## src/rtl/vga_sync_gen.sv

```systemverilog
// vga_sync_gen: pixel-enabled VGA counters with registered sync/video/frame decode
module vga_sync_gen #(
  parameter int   H_DISP   = 640,
  parameter int   H_FP     = 16,
  parameter int   H_SYNC   = 96,
  parameter int   H_BP     = 48,
  parameter int   V_DISP   = 480,
  parameter int   V_FP     = 10,
  parameter int   V_SYNC   = 2,
  parameter int   V_BP     = 33,
  parameter logic SYNC_POL = 1'b0,
  parameter int   CW       = 10
) (
  input  logic          CLK_NX,
  input  logic          reset,
  input  logic          pixel_rate,
  output logic          hsync,
  output logic          vsync,
  output logic          video_on,
  output logic [CW-1:0] pixel_x,
  output logic [CW-1:0] pixel_y,
  output logic          frame_tick
);
  localparam int H_TOTAL = H_DISP + H_FP + H_SYNC + H_BP;
  localparam int V_TOTAL = V_DISP + V_FP + V_SYNC + V_BP;
  localparam logic [CW-1:0] H_MAX  = CW'(H_TOTAL - 1);
  localparam logic [CW-1:0] V_MAX  = CW'(V_TOTAL - 1);
  localparam logic [CW-1:0] H_VIS  = CW'(H_DISP);
  localparam logic [CW-1:0] V_VIS  = CW'(V_DISP);
  localparam logic [CW-1:0] HS_BEG = CW'(H_DISP + H_FP);
  localparam logic [CW-1:0] HS_END = CW'(H_DISP + H_FP + H_SYNC);
  localparam logic [CW-1:0] VS_BEG = CW'(V_DISP + V_FP);
  localparam logic [CW-1:0] VS_END = CW'(V_DISP + V_FP + V_SYNC);

  logic [CW-1:0] x_q, x_d, y_q, y_d;
  logic          hs_q, hs_d, vs_q, vs_d, vid_q, vid_d, ft_q, ft_d;
  logic          x_end, y_end;

  // next counter values, and sync/video decoded from them so outputs stay aligned with the counters
  always_comb begin
    x_end = x_q == H_MAX;
    y_end = y_q == V_MAX;
    x_d   = x_end ? '0 : x_q + CW'(1);
    y_d   = x_end ? (y_end ? '0 : y_q + CW'(1)) : y_q;
    hs_d  = (x_d >= HS_BEG && x_d < HS_END) ? SYNC_POL : ~SYNC_POL;
    vs_d  = (y_d >= VS_BEG && y_d < VS_END) ? SYNC_POL : ~SYNC_POL;
    vid_d = x_d < H_VIS && y_d < V_VIS;
    ft_d  = pixel_rate && x_end && y_end;
  end

  // state advances only on pixel_rate; frame_tick is a one-cycle pulse
  always_ff @(posedge CLK_NX or posedge reset) begin
    if (reset) begin
      x_q   <= '0;
      y_q   <= '0;
      hs_q  <= ~SYNC_POL;
      vs_q  <= ~SYNC_POL;
      vid_q <= 1'b0;
      ft_q  <= 1'b0;
    end else begin
      ft_q <= ft_d;
      if (pixel_rate) begin
        x_q   <= x_d;
        y_q   <= y_d;
        hs_q  <= hs_d;
        vs_q  <= vs_d;
        vid_q <= vid_d;
      end
    end
  end

  assign pixel_x    = x_q;
  assign pixel_y    = y_q;
  assign hsync      = hs_q;
  assign vsync      = vs_q;
  assign video_on   = vid_q;
  assign frame_tick = ft_q;
endmodule

```

## config.mk

```make
export PLATFORM = sky130hd
export DESIGN_NAME = vga_sync_gen
export DESIGN_NICKNAME = d
export VERILOG_FILES = /design/src/rtl/vga_sync_gen.sv
export SDC_FILE = /design/constraint.sdc
export NUM_CORES = 1
export LEC_CHECK = 0
export CAP_MARGIN = 40
export CORE_ASPECT_RATIO = 1.5
export CORE_MARGIN = 5
export CORE_UTILIZATION = 53
export CTS_CLUSTER_SIZE = 20
export DETAILED_ROUTE_END_ITERATION = 6
export PLACE_DENSITY = 0.79
export SETUP_SLACK_MARGIN = 0.3
export SLEW_MARGIN = 40
export SYNTH_ARGS = -nofsm -noshare
export SYNTH_HDL_FRONTEND = slang
export SYNTH_SLANG_ARGS = --single-unit
```

## constraint.sdc

```tcl
create_clock -name CLK_NX -period 2.4 [get_ports CLK_NX]
set_clock_uncertainty 0.15 [all_clocks]
set_input_delay 0.48 -clock CLK_NX [delete_from_list [all_inputs] [get_ports CLK_NX]]
set_output_delay 0.48 -clock CLK_NX [all_outputs]
set_load 0.05 [all_outputs]
```

==> run_results.csv, run 1 <==
group,metric,value,unit
sta,setup_tns,0,ps
sta,setup_violations,0,
power,total_power,1.793,mW
die,start_util,55.64,%
sta,max_slew_margin,65.39,%
critical_path,cp_top_family,"simple AND/OR/NAND/NOR gates",
critical_path,startpoint_type,"flip-flop",
route,routed_wl,4224,um
final_layout,final_nets,225,
sta,hold_viol_final,0,
sta,fin_crit_sh,86.98,%
cts,cts-root-buf,"clkbuf_8",
global_routing,busiest_layer,"met2",
critical_path,cp_cell_sequence,"ha_4 > nand3_4 > nor3_4 > buf_4 > or4_4 > a221oi_2 > a31oi_1",
sta,final.min_clock_period,2087,ps
cts,clock_path_buffers,2,
route,dr.pass1.iters,4,
critical_path,cp_max_fo,8,
route,routed_via_density,6.090,
global_routing,grtUsageMet1,24.07,%
global_routing,antenna_found_initial,0,
placement,place.gp.congestion,0.9034,
die,num_rows,24,
cts,clk_pin_slew,90,ps
cts,clock_latency,260,ps
final_layout,diodes,0,
synth,synth.top_cells.by_area,"dfrtp_1 (33%), o21ai_0 (4.2%), xnor2_1 (4.2%)",
critical_path,max_stage_delay,470,ps
placement,portBuffers,26,
synth,ys_seq_area_share,36.46,%
critical_path,critPathArrivalTime,2120,ps
critical_path,cp_num_buf_inv,1,
die,boundaryPins,27,
worst_hold_path,hold_depth,2,
power,irDropWorstVdd,0.6019,mV
synth,yosys.area.top_type,"dfrtp_1",
placement,pre_cts_ws,179.6,ps
cts,tritoncts,"yes",
sta,worst_slew_pin_slew,518.3,ps
critical_path,reg2reg_slack,310,ps
die,die_w,55.62,um
power,power.density,847.6,nW/um^2
sta,maxSlewViolCount,0,
critical_path,r2r_end,"vsync",
cts,numCtsBuffers,3,
synth,ys_ff_latch,24,
route,avgRoutedWirePerCell,16.50,um
die,die_area,4361,um^2
route,ant_nets,0,
final_layout,drive_gt1_share,27.19,%
sta,rsz0062_at_grt,"true",
die,core_area,2973,um^2
sta,fmaxAchievable,479.0,MHz
global_routing,grt_pass1_wl,7300,um
route,route.detailed.drc,0,
critical_path,reg2reg_depth,7,
die,die_h,78.42,um
global_routing,grt_pass1_vias,1597,
critical_path,cp-end-kind,"flip-flop",
synth,ys.flop_type,"dfrtp_1",
global_routing,grt_max_degree,25,
final_layout,final_cell_mix,"dlygate4sd2_1 (20), nand2_1 (16), buf_4 (16), dfrtp_2 (13), o21ai_0 (11)",
power,leakage,0.8616,nW
route,vias,1559,
global_routing,grt_util_met2,38.27,%
final_layout,layout_commonest_cell,"dlygate4sd2_1",
cts,cts_sinks,24,
worst_hold_path,hold_end,"vsync",
final_layout,final_area,2116,um^2
worst_hold_path,hp-class,"flip-flop to flip-flop",
synth,synth_edf_count,0,
outcome,status,"finished clean",
global_routing,overflow,0,
critical_path,cp.required,2430,ps
synth,synth_cell_types,53,
worst_hold_path,hp-start,"vsync",
synth,yosys.area.top_type_share,33.28,%
synth,yosys_warnings,0,
synth,synthCells,185,
placement,placed_cell_area,1943,um^2
sta,setup_ws,312.5,ps
critical_path,slowest_stage,"or4_4",
placement,hpwl,2867,um
synth,async_reset_ff_share,100.0,%
global_routing,met3_usage,1.806,%
synth,syn_area_per_cell,8.941,um^2
global_routing,track_usage,20.45,%
critical_path,crit_type,"flip-flop to flip-flop",
synth,syn_area,1654,um^2
cts,htreeDepth,1,
critical_path,r2r_start,"pixel_x[1]",
final_layout,syn_to_final_growth,27.91,%
synth,syn_nets,192,
route,drt_iter0_markers,94,
job,max_cap_violations,0,
where the power goes:
| part | internal, mW | switching [mW] |
|---|---|---|
| Sequential | 0.495 | 0.148 |
| Clock | 0.119 | 0.130 |
| Combinational | 0.346 | 0.555 |
stage by stage:
| stage | utilization, % | cells | hold slack (ps) |
|---|---|---|---|
| final | 71.17 | 256 | 345.1 |
| after global routing | 71.17 | 256 | 365.0 |
| after CTS | 69.32 | 253 | 345.7 |
| after detailed placement | 65.36 | 238 | 335.7 |
| after global placement | 65.36 | 238 | 327.7 |
| after floorplan | - | 185 | 342.2 |
tightest hold or removal path, stage by stage, from the launching register on:
cell and delay, ps:
dfstp_2 380, nor2_1 70, a31oi_1 50
cell type report:
cell class / count / area, um^2
Inverter: 8 / 30.03
Clock buffer: 4 / 45.04
Sequential cell: 24 / 619.3
Fill cell: 221 / 857.1
Tap cell: 39 / 48.80
Timing Repair Buffer: 43 / 364.1
Multi-Input combinational cell: 138 / 1008
kinds of logic (layout without fill, tap and decap cells):
group	after synthesis	count (layout)	synth area share, %
compound gates	44	44	17.40
xor+xnor	10	10	5.295
fa+ha+maj	4	4	3.026
buf+inv	23	55	6.504
flops	24	24	36.46
mux	4	4	2.572
simple gates	76	76	28.75
cells in the mapped netlist, drive strengths merged (5+ instances only):
master / count
a31oi: 7
and2: 5
buf: 10
clkbuf: 5
dfrtp: 22
inv: 8
nand2: 17
nand3: 10
nand4: 6
nor2: 10
o21ai: 14
o31ai: 7
xnor2: 8
state kept, by name, summed over array words and instances (netlist names):
register and flops:
pixel_y 10, video_on 1, hsync 1, vsync 1
frame_tick 1, pixel_x 10
what timing repair did:
item | in CTS | in global routing
hold buffers | 0 | 0
pin swaps | 6 | 6
buffers inserted | 11 | 3
setup endpoints to repair | 31 | 15
resized for setup | 24 | 14
per-layer routing:
metal  part of all wire [%]  vias up  routed length, um
met5                      0        -                  0
li1                       -      746                  -
met1                     38      758               1623
met4                   0.64        0                 27
met2                     57       51               2397
met3                    4.1        4                175
worst max-delay path by stage:
stage | startpoint | to | slack [ps] | depth (start not counted)
finish | pixel_x[1] | vsync | 310 | 7
global route | pixel_x[7] | video_on | 230 | 5
CTS | pixel_x[6] | pixel_y[7] | 300 | 7
detailed placement | pixel_x[6] | vsync | 180 | 5
global placement | pixel_x[6] | vsync | 200 | 5
floorplan | pixel_x[5] | video_on | 310 | 5
No activity file was read; power rests on OpenSTA's default activity.
==> inputs of run 2 (changes only) <==
--- a/config.mk
+++ b/config.mk
@@ -6,12 +6,11 @@
 export NUM_CORES = 1
 export LEC_CHECK = 0
 export CAP_MARGIN = 40
-export CORE_ASPECT_RATIO = 1.5
 export CORE_MARGIN = 5
 export CORE_UTILIZATION = 53
 export CTS_CLUSTER_SIZE = 20
 export DETAILED_ROUTE_END_ITERATION = 6
-export PLACE_DENSITY = 0.79
+export PLACE_DENSITY = 0.84
 export SETUP_SLACK_MARGIN = 0.3
 export SLEW_MARGIN = 40
 export SYNTH_ARGS = -nofsm -noshare
==> run 2 against run 1 <==
Against the previous run: worst hold slack got worse by 3.9 ps; core utilization down 2.7 points; critical path type unchanged; setup slack improved by 1.0 ps; cell count up 0.78%; sequential share of layout area increased by 0.62 points; sequential power rose by 2%; register-to-register slack hardly changed.
==> run_results.csv, run 2 (synthesis gave the netlist of run 1 again) <==
group,metric,value,unit
route,ant_nets,0,
job,max_cap_violations,0,
final_layout,final_cell_mix,"dlygate4sd2_1 (20), nand2_1 (17), o21ai_0 (14), buf_4 (14), dfrtp_2 (13)",
global_routing,grt_max_degree,25,
outcome,status,"finished clean",
final_layout,final_nets,222,
route,avgRoutedWirePerCell,15.29,um
critical_path,r2r_start,"pixel_x[6]",
cts,clk_pin_slew,130,ps
final_layout,final_core_util,68.43,%
cts,htreeDepth,1,
sta,hold_viol_final,0,
sta,final.min_clock_period,2086,ps
critical_path,slowest_stage,"or4_2",
final_layout,final_cells,258,
sta,max_slew_margin,66.63,%
die,num_rows,20,
die,die_area,4338,um^2
sta,setup_violations,0,
die,die_h,65.87,um
sta,maxSlewViolCount,0,
cts,cts-root-buf,"clkbuf_4",
critical_path,cp.required,2470,ps
route,dr.pass1.iters,4,
placement,hpwl,2624,um
placement,dp.cells,242,
route,vias,1571,
final_layout,diodes,0,
power,p_int,0.9516,mW
sta,fmaxAchievable,479.3,MHz
cts,tritoncts,"yes",
route,routed_wl,3945,um
critical_path,reg2reg_slack,310,ps
route,drt_iter0_markers,152,
critical_path,reg2reg_depth,5,
worst_hold_path,hp-class,"input port to asynchronous set/reset pin",
route,route.detailed.drc,0,
global_routing,track_usage,19.32,%
sta,worst_slew_pin_slew,499.7,ps
final_layout,layout_commonest_cell,"dlygate4sd2_1",
final_layout,syn_to_final_growth,25.26,%
cts,clock_path_buffers,2,
critical_path,cp_cell_sequence,"buf_4 > or4_2 > o22ai_2 > a21oi_1 > o32ai_1",
power,p_sw,0.8286,mW
cts,clock_latency,310,ps
critical_path,cp-end-kind,"flip-flop",
power,pwr-share-seq,36.8,%
route,routed_via_density,6.089,
power,leakage,0.8510,nW
final_layout,drive_gt1_share,25.23,%
die,die_w,65.87,um
die,boundaryPins,27,
sta,fin_crit_sh,86.94,%
global_routing,antenna_found_initial,0,
critical_path,startpoint_type,"flip-flop",
cts,cts_sinks,24,
global_routing,grt_pass1_wl,6679,um
global_routing,overflow,0,
critical_path,cp_max_fo,4,
power,sw_frac_of_total,46.55,%
placement,place.gp.congestion,0.8301,
power,power.density,859.2,nW/um^2
critical_path,r2r_end,"video_on",
die,start_util,54.63,%
critical_path,critPathArrivalTime,2150,ps
critical_path,max_stage_delay,650,ps
critical_path,crit_type,"flip-flop to flip-flop",
sta,setup_tns,0,ps
placement,portBuffers,26,
power,pwr-share-clk,12.0,%
global_routing,grt_pass1_vias,1537,
cts,numCtsBuffers,3,
sta,rsz0062_at_grt,"true",
die,core_area,3028,um^2
power,irDropWorstVdd,0.3270,mV
power,power_frac_comb,51.2,%
run 2: cell types whose count changed in the layout (fill, tap and decap cells not counted), moves of 2 or more:
cell	change
clkbuf_4	+3
o21ai_0	+3
o21ai_1	-3
buf_4	-2
clkbuf_8	-2
clkdlybuf4s50_1	-2
run 2: cell type report:
class	instances	area [um^2]
Timing Repair Buffer	40	342.8
Multi-Input combinational cell	138	988.4
Tap cell	44	55.05
Sequential cell	24	619.3
Inverter	8	30.03
Fill cell	254	955.9
Clock buffer	4	36.28
run 2: power by group through the flow:
stage	Clock [mW]	Combinational [mW]	Sequential, mW
2_1_floorplan	0	0.466	0.845
3_3_place_gp	0	0.801	0.692
3_5_place_dp	0	0.811	0.701
4_1_cts	0.221	0.860	0.658
5_1_grt	0.241	0.970	0.672
6_report	0.214	0.912	0.655
run 2: layer usage:
metal,wire (um),vias up,GRT usage (%),share of wire (%)
met5,0,-,0,0
met4,60,0,9.067,1.5
met3,310,10,3.231,7.9
met2,1997,78,33.42,51
met1,1577,748,23.10,40
li1,-,735,-,-
run 2: how the worst max path moves through the flow:
stage	start	to	slack [ps]
floorplan	pixel_x[5]	video_on	310
global placement	pixel_x[6]	hsync	280
detailed placement	pixel_x[6]	hsync	200
CTS	pixel_x[6]	pixel_y[8]	300
global route	pixel_y[6]	video_on	210
finish	pixel_x[6]	video_on	310
run 2: per-stage QoR:
stage | hold slack, ps | instance area (um^2) | worst slack (ps) | power, mW
3_3_place_gp | 337.6 | 1939 | 285.0 | 1.492
3_5_place_dp | 341.6 | 1939 | 200.6 | 1.512
5_1_grt | 367.3 | 2072 | 205.3 | 1.883
6_report | 341.2 | 2072 | 313.5 | 1.780
4_1_cts | 347.9 | 2022 | 295.5 | 1.739
2_1_floorplan | 342.2 | 1693 | 309.8 | 1.311
run 2: worst max-delay path: cells and delay by family (launching register included):
family                 cells  cell delay, ps
buffers and inverters      1             150
and+or+nand+nor            1             650
DFF                        1             450
AOI/OAI and AO/OA          3             580
run 2: repair_timing:
| action | 4_1_cts | 5_1_grt |
|---|---|---|
| buffers inserted | 9 | 3 |
| gates resized for setup | 23 | 9 |
| hold buffers | 0 | 0 |
| pin swaps | 2 | 2 |
| endpoints found under the setup margin | 30 | 13 |
